`config.mk`:
```
export PLATFORM = sky130hd
export DESIGN_NAME = fp16_div
export DESIGN_NICKNAME = d
export VERILOG_FILES = /design/src/rtl/fp16_pkg.sv /design/src/rtl/fp16_recip.sv /design/src/rtl/fp16_div.sv
export SDC_FILE = /design/constraint.sdc
export NUM_CORES = 1
export LEC_CHECK = 0
export BUFFER_PORTS_ARGS = -buffer_cell sky130_fd_sc_hd__buf_2
export CELL_PAD_IN_SITES_DETAIL_PLACEMENT = 1
export CELL_PAD_IN_SITES_GLOBAL_PLACEMENT = 2
export CORE_MARGIN = 2
export CORE_UTILIZATION = 42
export CTS_CLUSTER_DIAMETER = 150
export DETAILED_ROUTE_END_ITERATION = 7
export PLACE_DENSITY = 0.88
export SETUP_SLACK_MARGIN = 0.4
export SYNTH_ARGS = -nofsm -noshare
export SYNTH_HDL_FRONTEND = slang
export SYNTH_SLANG_ARGS = --single-unit
```
`constraint.sdc`:
```
create_clock -name clk -period 58.3 [get_ports clk]
set_clock_uncertainty 0.1 [all_clocks]
set_input_delay 2.915 -clock clk [delete_from_list [all_inputs] [get_ports clk]]
set_output_delay 2.915 -clock clk [all_outputs]
set_load 0.05 [all_outputs]
```
`src/rtl/fp16_pkg.sv`:
```
// Shared binary16 constants, divider state encoding and special-value classifiers.
package fp16_pkg;

  localparam logic [15:0] FP16_QNAN    = 16'h7C01;
  localparam logic [15:0] FP16_POS_INF = 16'h7C00;
  localparam logic [15:0] FP16_NEG_INF = 16'hFC00;
  localparam int unsigned FP16_BIAS    = 15;
  localparam int unsigned FP16_EXP_MAX = 31;

  typedef enum logic [2:0] {
    ST_IDLE,
    ST_RECIP,
    ST_MUL,
    ST_PACK,
    ST_DONE
  } div_state_e;

  function automatic logic is_nan(input logic [15:0] x);
    return (x[14:10] == 5'h1F) && (x[9:0] != '0);
  endfunction

  function automatic logic is_inf(input logic [15:0] x);
    return (x[14:10] == 5'h1F) && (x[9:0] == '0);
  endfunction

  // Subnormals are flushed, so a zero exponent field means zero.
  function automatic logic is_zero(input logic [15:0] x);
    return x[14:10] == '0;
  endfunction

endpackage

```
`src/rtl/fp16_recip.sv`:
```
// Combinational binary16 reciprocal with truncated mantissa; subnormal results flush to zero.
module fp16_recip
  import fp16_pkg::*;
(
  input  logic [15:0] operand,
  output logic [15:0] result
);

  logic [10:0] sig;
  logic [10:0] quot;
  logic [6:0]  exp_r;

  always_comb begin
    sig   = {1'b1, operand[9:0]};
    quot  = 11'(22'h200000 / {11'd0, sig});
    // 1.0 keeps its exponent; any other significand gives 1/m in (0.5,1) and drops one
    exp_r = 7'd30 - {2'b00, operand[14:10]} - {6'd0, |operand[9:0]};
    result = {operand[15], exp_r[4:0], quot[9:0]};
    if (is_nan(operand))
      result = FP16_QNAN;
    else if (is_inf(operand))
      result = {operand[15], 15'h0};
    else if (is_zero(operand))
      result = {operand[15], 5'h1F, 10'h0};
    else if (exp_r[6] || (exp_r == '0))
      result = {operand[15], 15'h0};
  end

endmodule

```
`src/rtl/fp16_div.sv`:
```
// Multi-cycle binary16 divider q = a * (1/b), one operation in flight, valid/ready on both sides.
module fp16_div
  import fp16_pkg::*;
(
  input  logic        clk,
  input  logic        rst_n,
  input  logic        in_valid,
  output logic        in_ready,
  input  logic [15:0] in_a,
  input  logic [15:0] in_b,
  output logic        out_valid,
  input  logic        out_ready,
  output logic [15:0] out_data
);

  div_state_e state, state_next;

  logic [4:0]        a_exp_q, b_exp_q, er_q;
  logic [9:0]        a_man_q, b_man_q;
  logic [10:0]       mr_q;
  logic [11:0]       prod_q;
  logic signed [6:0] e_q;
  logic              sign_q;

  logic              sign_in;
  logic              special_hit;
  logic [15:0]       special_val;
  logic [15:0]       recip_out;
  logic signed [6:0] e_adj;
  logic [9:0]        mant;
  logic [15:0]       pack_val;

  assign in_ready  = (state == ST_IDLE);
  assign out_valid = (state == ST_DONE);

  fp16_recip u_recip (
    .operand (16'({1'b0, 5'(FP16_BIAS), b_man_q})),
    .result  (recip_out)
  );

  always_comb begin
    sign_in     = in_a[15] ^ in_b[15];
    special_hit = 1'b1;
    special_val = FP16_QNAN;
    if (is_nan(in_a) || is_nan(in_b) || (is_zero(in_a) && is_zero(in_b)) ||
        (is_inf(in_a) && is_inf(in_b)))
      special_val = FP16_QNAN;
    else if (is_zero(in_b) || is_inf(in_a))
      special_val = {sign_in, 5'h1F, 10'h0};
    else if (is_zero(in_a) || is_inf(in_b))
      special_val = {sign_in, 15'h0};
    else
      special_hit = 1'b0;
  end

  // prod_q holds product bits [21:10]; bit 11 is the overflow-into-[2,4) flag.
  always_comb begin
    e_adj = e_q + 7'(prod_q[11]);
    mant  = prod_q[11] ? prod_q[10:1] : prod_q[9:0];
    if (e_adj >= 7'sd31)
      pack_val = {sign_q, 5'h1F, 10'h0};
    else if (e_adj <= 7'sd0)
      pack_val = {sign_q, 15'h0};
    else
      pack_val = {sign_q, e_adj[4:0], mant};
  end

  always_comb begin
    state_next = state;
    unique case (state)
      ST_IDLE:  if (in_valid) state_next = special_hit ? ST_DONE : ST_RECIP;
      ST_RECIP: state_next = ST_MUL;
      ST_MUL:   state_next = ST_PACK;
      ST_PACK:  state_next = ST_DONE;
      ST_DONE:  if (out_ready) state_next = ST_IDLE;
      default:  state_next = ST_IDLE;
    endcase
  end

  always_ff @(posedge clk) begin
    if (!rst_n) state <= ST_IDLE;
    else        state <= state_next;
  end

  always_ff @(posedge clk) begin
    if (!rst_n) begin
      a_exp_q  <= '0;
      a_man_q  <= '0;
      b_exp_q  <= '0;
      b_man_q  <= '0;
      sign_q   <= 1'b0;
      er_q     <= '0;
      mr_q     <= '0;
      prod_q   <= '0;
      e_q      <= '0;
      out_data <= '0;
    end else begin
      unique case (state)
        ST_IDLE: if (in_valid) begin
          a_exp_q <= in_a[14:10];
          a_man_q <= in_a[9:0];
          b_exp_q <= in_b[14:10];
          b_man_q <= in_b[9:0];
          sign_q  <= sign_in;
          if (special_hit) out_data <= special_val;
        end
        ST_RECIP: begin
          er_q   <= recip_out[14:10];
          mr_q   <= {1'b1, recip_out[9:0]};
          // the reciprocal is fed a positive operand, so this leaves the sign unchanged
          sign_q <= sign_q ^ recip_out[15];
        end
        ST_MUL: begin
          prod_q <= 12'((22'({1'b1, a_man_q}) * 22'(mr_q)) >> 10);
          e_q    <= $signed({2'b00, a_exp_q}) - $signed({2'b00, b_exp_q}) +
                    $signed({2'b00, er_q});
        end
        ST_PACK: out_data <= pack_val;
        default: ;
      endcase
    end
  end

endmodule

```
==> reports/results.txt <==
For the worst setup path, the data required time is 58.41 ns. The layout overhead on the synthesized area is 5.63%. In this run, post-CTS repair resized a total of 0 instances. The detailed placer's ending HPWL was 38400 µm.

Dominant cell type by count on the critical path: sky130_fd_sc_hd__o21ai_0. The category of the worst setup path launch point was a flip-flop. Synthesis inferred 81 register bits. Yosys printed 0 warnings.

For the utilization after layout, the log shows 45.1%. The tools report the total clock sinks as 81. The clock passes through at most 2 buffers. On the worst path, the slowest cell contributes a delay of 0.76 ns. Together, buffers and inverters on the worst path number 5.

Pin count of the biggest net entering global routing: 77. After the first detailed-routing iteration, the DRC count stood at 584. The run gives 0 as the quantity of hold-fixing buffers added after cts. The tools report the worst reg2reg path endpoint as mr_q[0]. The run gives 0 as the final-report max-slew violation count. The horizontal die dimension is 197 µm. Most common cell after layout, fill and taps aside: sky130_fd_sc_hd__nand2_1.

The worst hold path terminates at b_exp_q[4]. Worst endpoint data arrival time: 32.35 ns. In this run the critical register-to-register path is launched from b_man_q[1].

The time the final worst path needs with I/O delays and setup was 32.24 ns. Signal routing reaches up to met5. The die covers 38700 µm². The routed design uses 23100 µm of met2 wire.

The tools report the cell at the root of the clock tree as sky130_fd_sc_hd__clkbuf_16. The post-synthesis average cell area was 7.63 µm²; the total routed wire length on the met1 layer was 22200 µm. The final layout contains 2328 nets. At the end of routability-driven placement, the weighted congestion stood at 0.860. After synthesis, the share of flip-flops with an asynchronous set or reset is 0%.

The via count of the first global-routing pass was 15600; the number of failing setup endpoints in the final timing report was 0. TritonCTS built the clock tree. The tool flagged a number of max-cap violations equal to 0. The startpoint identified for the worst hold timing path is b_exp_q[4]. Once the clock tree was built, the setup fixing pass inserted 0 buffers.

Using the TritonRoute via totals, the vias-per-cell ratio works out to 5.91. Along the worst path, the maximum fanout reaches 23. Summed over all layers, the global routing overflow is 0. The vias after detailed routing was 14900. The H-tree was split into 3 levels. The worst-case reg-to-reg path depth was 153.

The area of the core region is 36600 µm². The setup TNS was 0 ns; the number of different library cells in the post-synthesis netlist was 123. The sequential-to-total area share from yosys stat came out at 10.4%.

The first TritonRoute pass finished after 5 iterations. The non-filler instance count after layout was 2520; the total wirelength of the detailed-routed design was 47900 µm. Timing would allow up to 0.0310 GHz. The top cell types in the final layout, fill and taps aside, are sky130_fd_sc_hd__nand2_1 (288), sky130_fd_sc_hd__ha_1 (168), sky130_fd_sc_hd__inv_1 (146). The class of the most critical setup path is flip-flop to flip-flop. The average wire per standard cell came out at 19.0 µm. The clock buffer count from CTS came out at 9. Insertion delay to the later sink of the worst-skew pair: 0.35 ns.

After detailed routing, the met3 layer carries 1450 µm of wire. The flow ran to the end, and the final reports show no timing, DRC or antenna violations. The share of cells above drive strength 1 is 8.99%, and the number of nets produced by synthesis is 2331. Number of remaining DRC errors: 0. In this run the tool buffered the top-level ports with 53 buffer cells. Setup repair after global routing left no endpoint under its margin. On the critical path, the stage with the largest delay is an instance of sky130_fd_sc_hd__nor2_2. The clock slew at the register clock pins of the worst setup and hold paths works out to 0.07 ns. The fill cell instance count of the final layout is 4585. For the pin with the worst max-slew slack, the measured transition is 1.22 ns. The finished cells cover 16500 µm². The tools report the number of antenna violations at the first check in global routing as 8.

The logs give 16200 µm² for the post-placement cell area and 70 for the total number of placement rows. Across all register-to-register paths, the minimum setup slack is 26.06 ns. The tightest min-delay check is of the flip-flop to flip-flop type. The combined area of all synthesized cells was 15600 µm²; the starting density of the core was 42.7%.

Including well taps, the total number of placed cells is 2500. In this run the count of I/O pins placed on the die edge is 54. The overall track demand over capacity in global routing is 25.2%, and the fraction of the cycle the final worst path needs is 55.3%. Predominant post-synthesis flop cell: sky130_fd_sc_hd__dfxtp_1.

After technology mapping, the gate count stands at 2046. From bottom edge to top edge, the die measures 197 µm. The worst setup path is captured at a flip-flop. In this design, the largest share of critical-path delay is due to compound AO/OA/AOI/OAI gates.

The number of cells on the worst hold path works out to 2. The wire length of the first global-routing pass was 80100 µm; the number of failing hold endpoints at the final stage was 0. The relative max-transition margin was 18.2%; the remaining number of nets flagged by the antenna check after routing was 0. Yosys mapped a number of flops with a built-in enable equal to 0.
[area by class of cell]
type | count | area, µm² | area share [%]
Clock buffer | 9 | 225 | 1.37
Clock inverter | 6 | 52.6 | 0.319
Inverter | 147 | 552 | 3.34
Antenna cell | 5 | 12.5 | 0.0758
Tap cell | 468 | 586 | 3.55
Timing Repair Buffer | 67 | 370 | 2.24
Sequential cell | 81 | 1620 | 9.83
Multi-Input combinational cell | 1737 | 13100 | 79.3
[synth_stat cells (5+ instances only)]
cell | n | area, µm²
sky130_fd_sc_hd__nor3b_1 | 8 | 60.1
sky130_fd_sc_hd__xor2_1 | 42 | 368
sky130_fd_sc_hd__o31ai_1 | 31 | 233
sky130_fd_sc_hd__a211o_1 | 5 | 43.8
sky130_fd_sc_hd__and4_1 | 6 | 52.6
sky130_fd_sc_hd__mux2_2 | 19 | 214
sky130_fd_sc_hd__nor3_1 | 43 | 215
sky130_fd_sc_hd__o21bai_1 | 9 | 67.6
sky130_fd_sc_hd__nand2b_1 | 41 | 257
sky130_fd_sc_hd__or2_2 | 9 | 56.3
sky130_fd_sc_hd__nand4_1 | 22 | 138
sky130_fd_sc_hd__a31oi_1 | 14 | 87.6
sky130_fd_sc_hd__o211ai_1 | 14 | 105
sky130_fd_sc_hd__and2_1 | 99 | 619
sky130_fd_sc_hd__buf_2 | 6 | 30.0
sky130_fd_sc_hd__a21o_1 | 49 | 368
sky130_fd_sc_hd__or3_1 | 8 | 50.1
sky130_fd_sc_hd__dfxtp_1 | 81 | 1620
sky130_fd_sc_hd__nand3_1 | 41 | 205
sky130_fd_sc_hd__o21ai_1 | 9 | 45.0
sky130_fd_sc_hd__o22ai_1 | 5 | 31.3
sky130_fd_sc_hd__a221oi_1 | 6 | 52.6
sky130_fd_sc_hd__o21a_1 | 30 | 225
sky130_fd_sc_hd__mux2i_1 | 25 | 250
sky130_fd_sc_hd__and3_1 | 11 | 68.8
sky130_fd_sc_hd__ha_1 | 168 | 2100
sky130_fd_sc_hd__buf_4 | 8 | 60.1
sky130_fd_sc_hd__nor4_1 | 19 | 119
sky130_fd_sc_hd__a21oi_1 | 103 | 515
sky130_fd_sc_hd__a211oi_1 | 21 | 158
sky130_fd_sc_hd__o31a_1 | 5 | 43.8
sky130_fd_sc_hd__xnor2_1 | 49 | 429
sky130_fd_sc_hd__fa_1 | 81 | 1620
sky130_fd_sc_hd__buf_6 | 5 | 56.3
sky130_fd_sc_hd__o21ai_0 | 120 | 601
sky130_fd_sc_hd__nor2_1 | 120 | 450
sky130_fd_sc_hd__nor2b_1 | 30 | 188
sky130_fd_sc_hd__o211a_1 | 13 | 130
sky130_fd_sc_hd__clkbuf_1 | 59 | 221
sky130_fd_sc_hd__inv_1 | 146 | 548
sky130_fd_sc_hd__a21boi_0 | 45 | 338
sky130_fd_sc_hd__nand2_1 | 288 | 1080
[worst max path at each step]
stage                         end  startpoint  cells after the start  slack (ns)
after floorplan           mr_q[0]  b_man_q[0]                    164       30.02
after global placement    mr_q[0]  b_man_q[1]                    153       27.80
after detailed placement  mr_q[0]  b_man_q[1]                    153       26.43
after CTS                 mr_q[0]  b_man_q[1]                    153       26.28
after global routing      mr_q[0]  b_man_q[1]                    154       22.32
final                     mr_q[0]  b_man_q[1]                    153       26.06
[logic make-up (layout without fill, tap and decap cells)]
family	Yosys count	count (layout)	synth area share, %
compound gates	564	564	25.6
xor+xnor	94	94	5.49
fa+ha+maj	249	249	23.8
buf+inv	228	229	5.98
flops	81	81	10.4
mux	49	49	3.37
other cells	0	5	0
simple gates	781	781	25.3
[per-layer routing]
metal | vias to the layer above | track usage [%]
met5 | - | 0
met4 | 6 | 6.77
met3 | 73 | 2.60
met2 | 218 | 44.8
met1 | 7334 | 32.4
li1 | 7258 | -
[tightest hold or removal path: stages (launching register included)]
cell and delay, ns:
sky130_fd_sc_hd__dfxtp_1 0.31, sky130_fd_sc_hd__nand2_1 0.05, sky130_fd_sc_hd__a21boi_0 0.06
[metrics by stage]
step                      hold WS [ns]  setup WS [ns]
final                            0.368          26.06
after global routing             0.399          22.32
after CTS                        0.373          26.28
after detailed placement         0.362          26.43
after global placement           0.353          27.80
after floorplan                  0.343          30.02
[registers in the layout, summed over array words and instances (netlist names)]
register  flops
sign_q        1
out_data     16
a_man_q      10
er_q          2
b_man_q      10
b_exp_q       5
a_exp_q       5
state         3
mr_q         10
prod_q       12
e_q           7
Power is left out: the tool's default activity adds up to more than one toggle a clock period on the data nets, which glitch-free logic cannot reach.
